==> src/rtl/filter_cycle_ctrl.sv <==
// Filter cycle controller: fill -> settle -> filter -> drain, with ms-based
// timeouts, sensor plausibility checking, abort and latched fault reporting.
module filter_cycle_ctrl #(
    parameter int unsigned TICK_CYC         = 50_000,
    parameter int unsigned FILL_TIMEOUT_MS  = 60_000,
    parameter int unsigned SETTLE_MS        = 1_000,
    parameter int unsigned FILTER_MS        = 300_000,
    parameter int unsigned DRAIN_TIMEOUT_MS = 60_000
) (
    input  logic       clk,
    input  logic       reset,
    input  logic       low_empty,
    input  logic       high_empty,
    input  logic       start,
    input  logic       abort,
    input  logic       clear_fault,
    output logic       valve_in,
    output logic       pump_on,
    output logic       valve_out,
    output logic       busy,
    output logic       done,
    output logic       fault,
    output logic [2:0] fault_code,
    output logic [2:0] state
);

    localparam int unsigned PrescW = (TICK_CYC > 1) ? $clog2(TICK_CYC) : 1;
    localparam logic [PrescW-1:0] PrescLast = PrescW'(TICK_CYC - 1);
    localparam logic [19:0] FillLim   = 20'(FILL_TIMEOUT_MS);
    localparam logic [19:0] SettleLim = 20'(SETTLE_MS);
    localparam logic [19:0] FilterLim = 20'(FILTER_MS);
    localparam logic [19:0] DrainLim  = 20'(DRAIN_TIMEOUT_MS);

    localparam logic [2:0] CodeNone   = 3'd0;
    localparam logic [2:0] CodeFillTo = 3'd1;
    localparam logic [2:0] CodeDryRun = 3'd2;
    localparam logic [2:0] CodeDrainTo = 3'd3;
    localparam logic [2:0] CodeSensor = 3'd4;

    typedef enum logic [2:0] {
        StIdle   = 3'd0,
        StFill   = 3'd1,
        StSettle = 3'd2,
        StFilter = 3'd3,
        StDrain  = 3'd4,
        StFault  = 3'd5
    } state_e;

    state_e            state_q, state_d;
    logic [PrescW-1:0] presc_q, presc_d;
    logic [19:0]       ms_q, ms_d, ms_inc;
    logic [2:0]        code_q, code_d;
    logic              done_q, done_d;
    logic              tick;
    logic              in_busy;
    logic              sensor_bad;

    assign tick       = (presc_q == PrescLast);
    assign ms_inc     = ms_q + 20'd1;
    assign in_busy    = (state_q == StFill) || (state_q == StSettle) ||
                        (state_q == StFilter) || (state_q == StDrain);
    // Water above the high sensor but below the low one is physically impossible.
    assign sensor_bad = low_empty && !high_empty;

    // Next-state, fault code and done pulse selection with fixed priority.
    always_comb begin
        state_d = state_q;
        code_d  = code_q;
        done_d  = 1'b0;
        unique case (state_q)
            StIdle: begin
                if (start && !abort) state_d = StFill;
            end
            StFill: begin
                if (!high_empty) begin
                    state_d = StSettle;
                end else if (tick && (ms_inc == FillLim)) begin
                    state_d = StFault;
                    code_d  = CodeFillTo;
                end
            end
            StSettle: begin
                if (tick && (ms_inc == SettleLim)) state_d = StFilter;
            end
            StFilter: begin
                if (low_empty) begin
                    state_d = StFault;
                    code_d  = CodeDryRun;
                end else if (tick && (ms_inc == FilterLim)) begin
                    state_d = StDrain;
                end
            end
            StDrain: begin
                if (low_empty) begin
                    state_d = StIdle;
                    done_d  = 1'b1;
                end else if (tick && (ms_inc == DrainLim)) begin
                    state_d = StFault;
                    code_d  = CodeDrainTo;
                end
            end
            StFault: begin
                if (clear_fault) state_d = StIdle;
            end
            default: state_d = StIdle;
        endcase
        // Sensor conflict outranks abort, which outranks everything per-state.
        if (in_busy) begin
            if (sensor_bad) begin
                state_d = StFault;
                code_d  = CodeSensor;
                done_d  = 1'b0;
            end else if (abort) begin
                state_d = StIdle;
                done_d  = 1'b0;
            end
        end
        if (state_d != StFault) code_d = CodeNone;
    end

    // Prescaler and ms counter; both restart on every state change.
    always_comb begin
        presc_d = presc_q;
        ms_d    = ms_q;
        if (state_d != state_q) begin
            presc_d = '0;
            ms_d    = '0;
        end else if (tick) begin
            presc_d = '0;
            ms_d    = ms_inc;
        end else begin
            presc_d = presc_q + PrescW'(1);
        end
    end

    // State and timer registers with asynchronous active-high reset.
    always_ff @(posedge clk or posedge reset) begin
        if (reset) begin
            state_q <= StIdle;
            presc_q <= '0;
            ms_q    <= '0;
            code_q  <= CodeNone;
            done_q  <= 1'b0;
        end else begin
            state_q <= state_d;
            presc_q <= presc_d;
            ms_q    <= ms_d;
            code_q  <= code_d;
            done_q  <= done_d;
        end
    end

    // Moore outputs decoded from the state register only.
    always_comb begin
        valve_in   = (state_q == StFill);
        pump_on    = (state_q == StFilter);
        valve_out  = (state_q == StDrain);
        busy       = in_busy;
        fault      = (state_q == StFault);
        done       = done_q;
        fault_code = code_q;
        state      = state_q;
    end

endmodule

==> config.mk <==
export PLATFORM = sky130hd
export DESIGN_NAME = filter_cycle_ctrl
export DESIGN_NICKNAME = d
export VERILOG_FILES = /design/src/rtl/filter_cycle_ctrl.sv
export SDC_FILE = /design/constraint.sdc
export NUM_CORES = 1
export LEC_CHECK = 0
export CAP_MARGIN = 10
export CORE_MARGIN = 2
export CORE_UTILIZATION = 30
export DETAILED_ROUTE_END_ITERATION = 7
export PLACE_DENSITY = 0.56
export SLEW_MARGIN = 0
export SYNTH_ARGS = -nofsm -noshare
export SYNTH_HDL_FRONTEND = slang
export SYNTH_SLANG_ARGS = --single-unit
==> constraint.sdc <==
create_clock -name clk -period 5.04 [get_ports clk]
set_clock_uncertainty 0.15 [all_clocks]
set_input_delay 0.756 -clock clk [delete_from_list [all_inputs] [get_ports clk]]
set_output_delay 0.756 -clock clk [all_outputs]
set_load 0.03 [all_outputs]
==> impl_metrics.yaml, run 1 <==
grt:
  grt_pass1_vias: 2353
  grt_pass1_wl_mm: 11.3
  grt_max_degree: 44
  grt_use_total_pct: 12.5
  antenna_found_initial: 0
  grt-ovfl-total: 0
route:
  drt-total-wl_mm: 6.65
  drt_first_pass_iters: 4
  ant_nets: 0
  wl_met3_um: 270
  vias: 2405
  routedWlPerCell_um: 14.1
  wl_met2_mm: 3.02
  drtIter0Drc: 107
  top_layer: "met4"
  routed_via_density: 5.12
  drc: 0
  wl_met1_mm: 3.28
cts:
  clockRootBuffer: "clkbuf_8"
  h-tree-depth: 2
  cts_buffers: 5
  clockBufferDepth: 2
  cts_tree: "built"
  cts_resized: 0
  clkSinkCount: 43
  clock_latency_ps: 310
  cts_setup_buffers: 0
  clk_pin_slew_ps: 90
  hold_buffers: 0
power_and_ir_drop:
  power.switching_w: 0.000443
  p_sw_share_pct: 37.6
  p_int_w: 0.000737
  p_total_w: 0.00118
  ir_drop_mv: 0.176
  pwr-share-comb_pct: 36.5
  power_density_mw_per_mm2: 346
  pwr-share-seq_pct: 35.2
  leakagePower_nw: 1.45
  clkPwrFrac_pct: 28.3
logic_synthesis:
  synth-main-ff-cell: "dfrtp_1"
  syn-num-nets: 339
  synth_area_mm2: 0.00302
  synthArstFlopShare_pct: 100
  synth_cells: 329
  yosys_warnings: 0
  synth-seq-cells: 43
  synth_cell_type_count: 67
  syn_avg_cell_area_um2: 9.18
  synth_seq_area_share_pct: 35.6
  synth_edf_count: 0
  post-synth-top-area-fraction_pct: 35.6
  yosys-top-cells-area: "dfrtp_1 (36%), xnor2_1 (7.0%), and2_1 (5.6%)"
  synth.largest_area_cell: "dfrtp_1"
sta:
  slew_headroom_pct: 46.0
  fin_crit_sh_pct: 72.0
  setup_viol_count_final: 0
  tns_ps: 0
  min_period_ps: 3630
  tightest_slew_ps: 799
  fmax_mhz: 276
  rsz0062_at_grt: "no"
  timing.final.hold_violations: 0
  final_max_slew_viol_count: 0
die:
  pin_count: 19
  initial_core_util_pct: 30.9
  rows: 36
  die_x_um: 104
  dieArea_mm2: 0.0109
  coreArea_mm2: 0.00977
  die_y_um: 104
place:
  place_area_mm2: 0.00327
  hpwl_mm: 4.65
  portBuffers: 18
  place.gp.congestion: 0.855
worst_setup_path:
  required_ps: 5080
  cp_max_fo: 36
  startpoint_type: "flip-flop"
  slowest_stage: "or4_4"
  path_cells: "ha_1, nand3_1, a311oi_1, a211oi_1, a2111o_1, or4_4, a31oi_4, a211oi_4, buf_4, and3_1"
  worstPathArrival_ps: 3670
  cp-end-kind: "flip-flop"
  crit_type: "flip-flop to flip-flop"
  max_stage_delay_ps: 580
worst_hold_path:
  min_path_type: "flip-flop to flip-flop"
final_layout:
  drive_above_1_share_pct: 8.90
  nets: 346
  fin_area_mm2: 0.00341
  antenna_cells: 0
  area_delta_synth_final_pct: 12.9
status:
  status: "completed"
run:
  maxCapViolCount: 0
[synth_stat cells, drive strengths merged, types with 10 or more instances]
cell type  count
xnor2         24
nor3          13
dfrtp         43
nand3         18
nand2         21
nand4         13
nor4          10
and3          17
a21oi         10
and2          28
buf           11
xor2          19
nor2          19
[logic make-up (layout without fill, tap and decap cells)]
| group | after synthesis | after routing | synth area share, % |
|---|---|---|---|
| flip-flops | 43 | 43 | 35.6 |
| AO/OA/AOI/OAI | 44 | 44 | 11.2 |
| buffers and inverters | 23 | 31 | 4.10 |
| XOR/XNOR | 43 | 43 | 12.5 |
| AND/OR/NAND/NOR | 171 | 171 | 34.6 |
| adder cells (fa/ha/maj) | 3 | 3 | 1.24 |
| multiplexers | 2 | 2 | 0.705 |
[sequential cells by signal, summed over array words and instances, names as in the netlist]
signal	count
state	3
fault_code	3
ms_q	20
done	1
presc_q	16
[power groups by stage]
stage | Clock (W) | Combinational (W) | Sequential [W]
after CTS | 0.000345 | 0.000441 | 0.000415
after global placement | 0 | 0.000436 | 0.000421
after detailed placement | 0 | 0.000438 | 0.000422
after global routing | 0.000362 | 0.000477 | 0.000420
after floorplan | 0 | 0.000353 | 0.000412
final | 0.000334 | 0.000431 | 0.000415
[cell type report]
type | instances | area (um2)
fillers | 1025 | 6370
multi-input cells | 263 | 1820
flip-flops and latches | 43 | 1080
repair buffers | 20 | 195
well taps | 133 | 166
clock inverters | 3 | 71.3
clock buffers | 5 | 68.8
inverters | 3 | 11.3
[metal layers]
layer  up-vias  track usage (%)
li1       1196                -
met1      1155             17.0
met2        48             20.1
met3         6             3.07
met4         0             2.99
met5         -                0
[worst paths after layout]
check | end | from | cells past startpoint | slack, ps
max | presc_q[3] | ms_q[0] | 10 | 1410
min | presc_q[0] | presc_q[0] | 1 | 370
min in group asynchronous | presc_q[3] | reset | 3 | 730
max in group asynchronous | state[1] | reset | 3 | 3640
max reg2reg | presc_q[3] | ms_q[0] | 10 | 1410
min reg2reg | presc_q[0] | presc_q[0] | 1 | 370
[worst max-delay path: cells and delay by family (launching register included)]
| kind | cells | cell delay (ps) |
|---|---|---|
| compound gates | 5 | 1200 |
| simple gates | 3 | 1010 |
| flops | 1 | 490 |
| buf+inv | 1 | 240 |
| fa+ha+maj | 1 | 400 |
[cells in the final DEF, fill, tap and decap left out, types with 10 or more instances in the layout]
cell type         n
clkdlybuf4s50_1  18
and3_1           17
a21oi_1          10
and2_1           27
nand2_1          21
nor2_1           19
xor2_1           19
nand3_1          17
nand4_1          11
xnor2_1          24
nor3_1           11
dfrtp_1          43
[stage by stage]
stage          hold WS [ps]  setup slack (ps)  utilization, %  cells
2_1_floorplan           318              1920               -    329
3_3_place_gp            352              1500            33.4    462
3_5_place_dp            359              1440            33.4    462
4_1_cts                 379              1400            34.9    470
5_1_grt                 399              1160            34.9    470
6_report                372              1410            34.9    470
(Power assumes the default switching activity.)
==> run 2, diff against run 1 <==
- clock period: 5.04 -> 3.5 ns (I/O delays scaled with it)
==> impl_metrics.yaml, run 2 (synthesized netlist as in run 1, its figures left out) <==
die:
  coreArea_mm2: 0.00977
  rows: 36
  die_x_um: 104
  dieArea_mm2: 0.0109
  pin_count: 19
  initial_core_util_pct: 30.9
  die_y_um: 104
worst_setup_path:
  worstPathArrival_ps: 3390
  crit_end: "presc_q[1]"
  cp_max_fo: 9
  startpoint_type: "flip-flop"
  crit_type: "flip-flop to flip-flop"
  rr_startpoint: "presc_q[0]"
  rr_worst_depth: 9
  cp-end-kind: "flip-flop"
  reg2reg_to: "presc_q[1]"
  required_ps: 3550
  rrSetupSlack_ps: 150
  worstSetupStartpoint: "presc_q[0]"
sta:
  rsz0062_at_grt: "yes"
  setup_viol_count_final: 0
  hold_slack_ps: 386
  min_period_ps: 3350
  slew_headroom_pct: 31.7
  fmax_mhz: 299
  final_max_slew_viol_count: 0
  fin_crit_sh_pct: 95.7
  tightest_slew_ps: 1020
  timing.final.hold_violations: 0
final_layout:
  nets: 374
  final_util_pct: 37.2
  top_register: "ms_q"
  antenna_cells: 0
  layout_common_cells: "dfrtp_1 (42), and2_1 (27), buf_4 (27)"
  largest_reg_flops: 20
  drive_above_1_share_pct: 16.4
  fin_area_mm2: 0.00364
  area_delta_synth_final_pct: 20.5
  reg_top3: "ms_q (20), presc_q (16)"
  final_common_cell: "dfrtp_1"
route:
  drt_first_pass_iters: 4
  ant_nets: 0
  vias: 2554
  routed_via_density: 5.13
  drc: 0
  routedWlPerCell_um: 14.8
  drt-total-wl_mm: 7.37
  drtIter0Drc: 86
cts:
  h-tree-depth: 2
  clockRootBuffer: "clkbuf_8"
  clkSinkCount: 43
  cts_buffers: 5
  clk_pin_slew_ps: 90
  clockBufferDepth: 2
  hold_buffers: 0
  cts_tree: "built"
  clock_latency_ps: 300
grt:
  grt_max_degree: 28
  grt_use_total_pct: 13.8
  grt_pass1_vias: 2525
  grt_pass1_wl_mm: 12.4
  grt-ovfl-total: 0
  antenna_found_initial: 0
power_and_ir_drop:
  power_density_mw_per_mm2: 515
  ir_drop_mv: 0.228
  leakagePower_nw: 1.58
status:
  status: "completed"
place:
  place_area_mm2: 0.00346
  place.gp.congestion: 0.852
  hpwl_mm: 4.92
  portBuffers: 18
worst_hold_path:
  min_path_type: "flip-flop to flip-flop"
run:
  maxCapViolCount: 0
-- run 2: changes by cell type in the layout (fill, tap and decap cells not counted), sizes merged --
cell    change
buf        +26
a211oi      +2
bufinv      -1
clkbuf      +1
-- run 2: worst min-delay path by stage --
stage / from / to / slack [ps] / cells after the start
5_1_grt: presc_q[0] / presc_q[0] / 410 / 1
2_1_floorplan: presc_q[0] / presc_q[0] / 320 / 1
3_3_place_gp: presc_q[0] / presc_q[0] / 350 / 1
6_report: presc_q[0] / presc_q[0] / 390 / 1
4_1_cts: presc_q[0] / presc_q[0] / 390 / 1
3_5_place_dp: presc_q[0] / presc_q[0] / 370 / 1
-- run 2: through the flow --
step	setup TNS [ps]	setup slack [ps]	std cells	power (W)
3_3_place_gp	-5420	-219	487	0.00128
2_1_floorplan	0	377	329	0.00110
6_report	0	151	498	0.00187
5_1_grt	-29.2	-29.2	498	0.00199
4_1_cts	0	134	496	0.00179
3_5_place_dp	-6930	-292	487	0.00128
-- run 2: report_power, final --
part	internal (W)	switching, W	leakage (nW)
Combinational	0.000355	0.000542	0.924
Sequential	0.000525	0.0000345	0.595
Clock	0.000235	0.000181	0.0618
-- run 2: repair_timing --
item	in CTS	in global routing
resized for setup	1	3
setup endpoints to repair	22	36
pin swaps	1	2
buffers inserted	0	1
hold endpoints to repair	0	0
gates cloned	1	1
-- run 2: worst max-delay path, stage by stage (launching register included) --
cell and delay [ps]:
dfrtp_1 430, ha_1 210, and3_1 250, and4_1 250
nand4_2 160, a2111o_1 430, or4_4 580, a31oi_4 290
a211oi_2 240, and3_1 260
-- run 2: layout make-up --
class / count / area [um2]
Inverter: 3 / 11.3
Tap cell: 133 / 166
Multi-Input combinational cell: 265 / 1860
Fill cell: 1027 / 6140
Sequential cell: 43 / 1080
Clock buffer: 6 / 82.6
Clock inverter: 2 / 38.8
Timing Repair Buffer: 46 / 403
-- run 2: metal layers --
| metal | routed length, um | vias to the layer above | global-route usage, % |
|---|---|---|---|
| li1 | - | 1270 | - |
| met1 | 3880 | 1237 | 19.4 |
| met2 | 3180 | 36 | 21.2 |
| met3 | 214 | 11 | 2.94 |
| met4 | 103 | 0 | 3.76 |
| met5 | 0 | - | 0 |
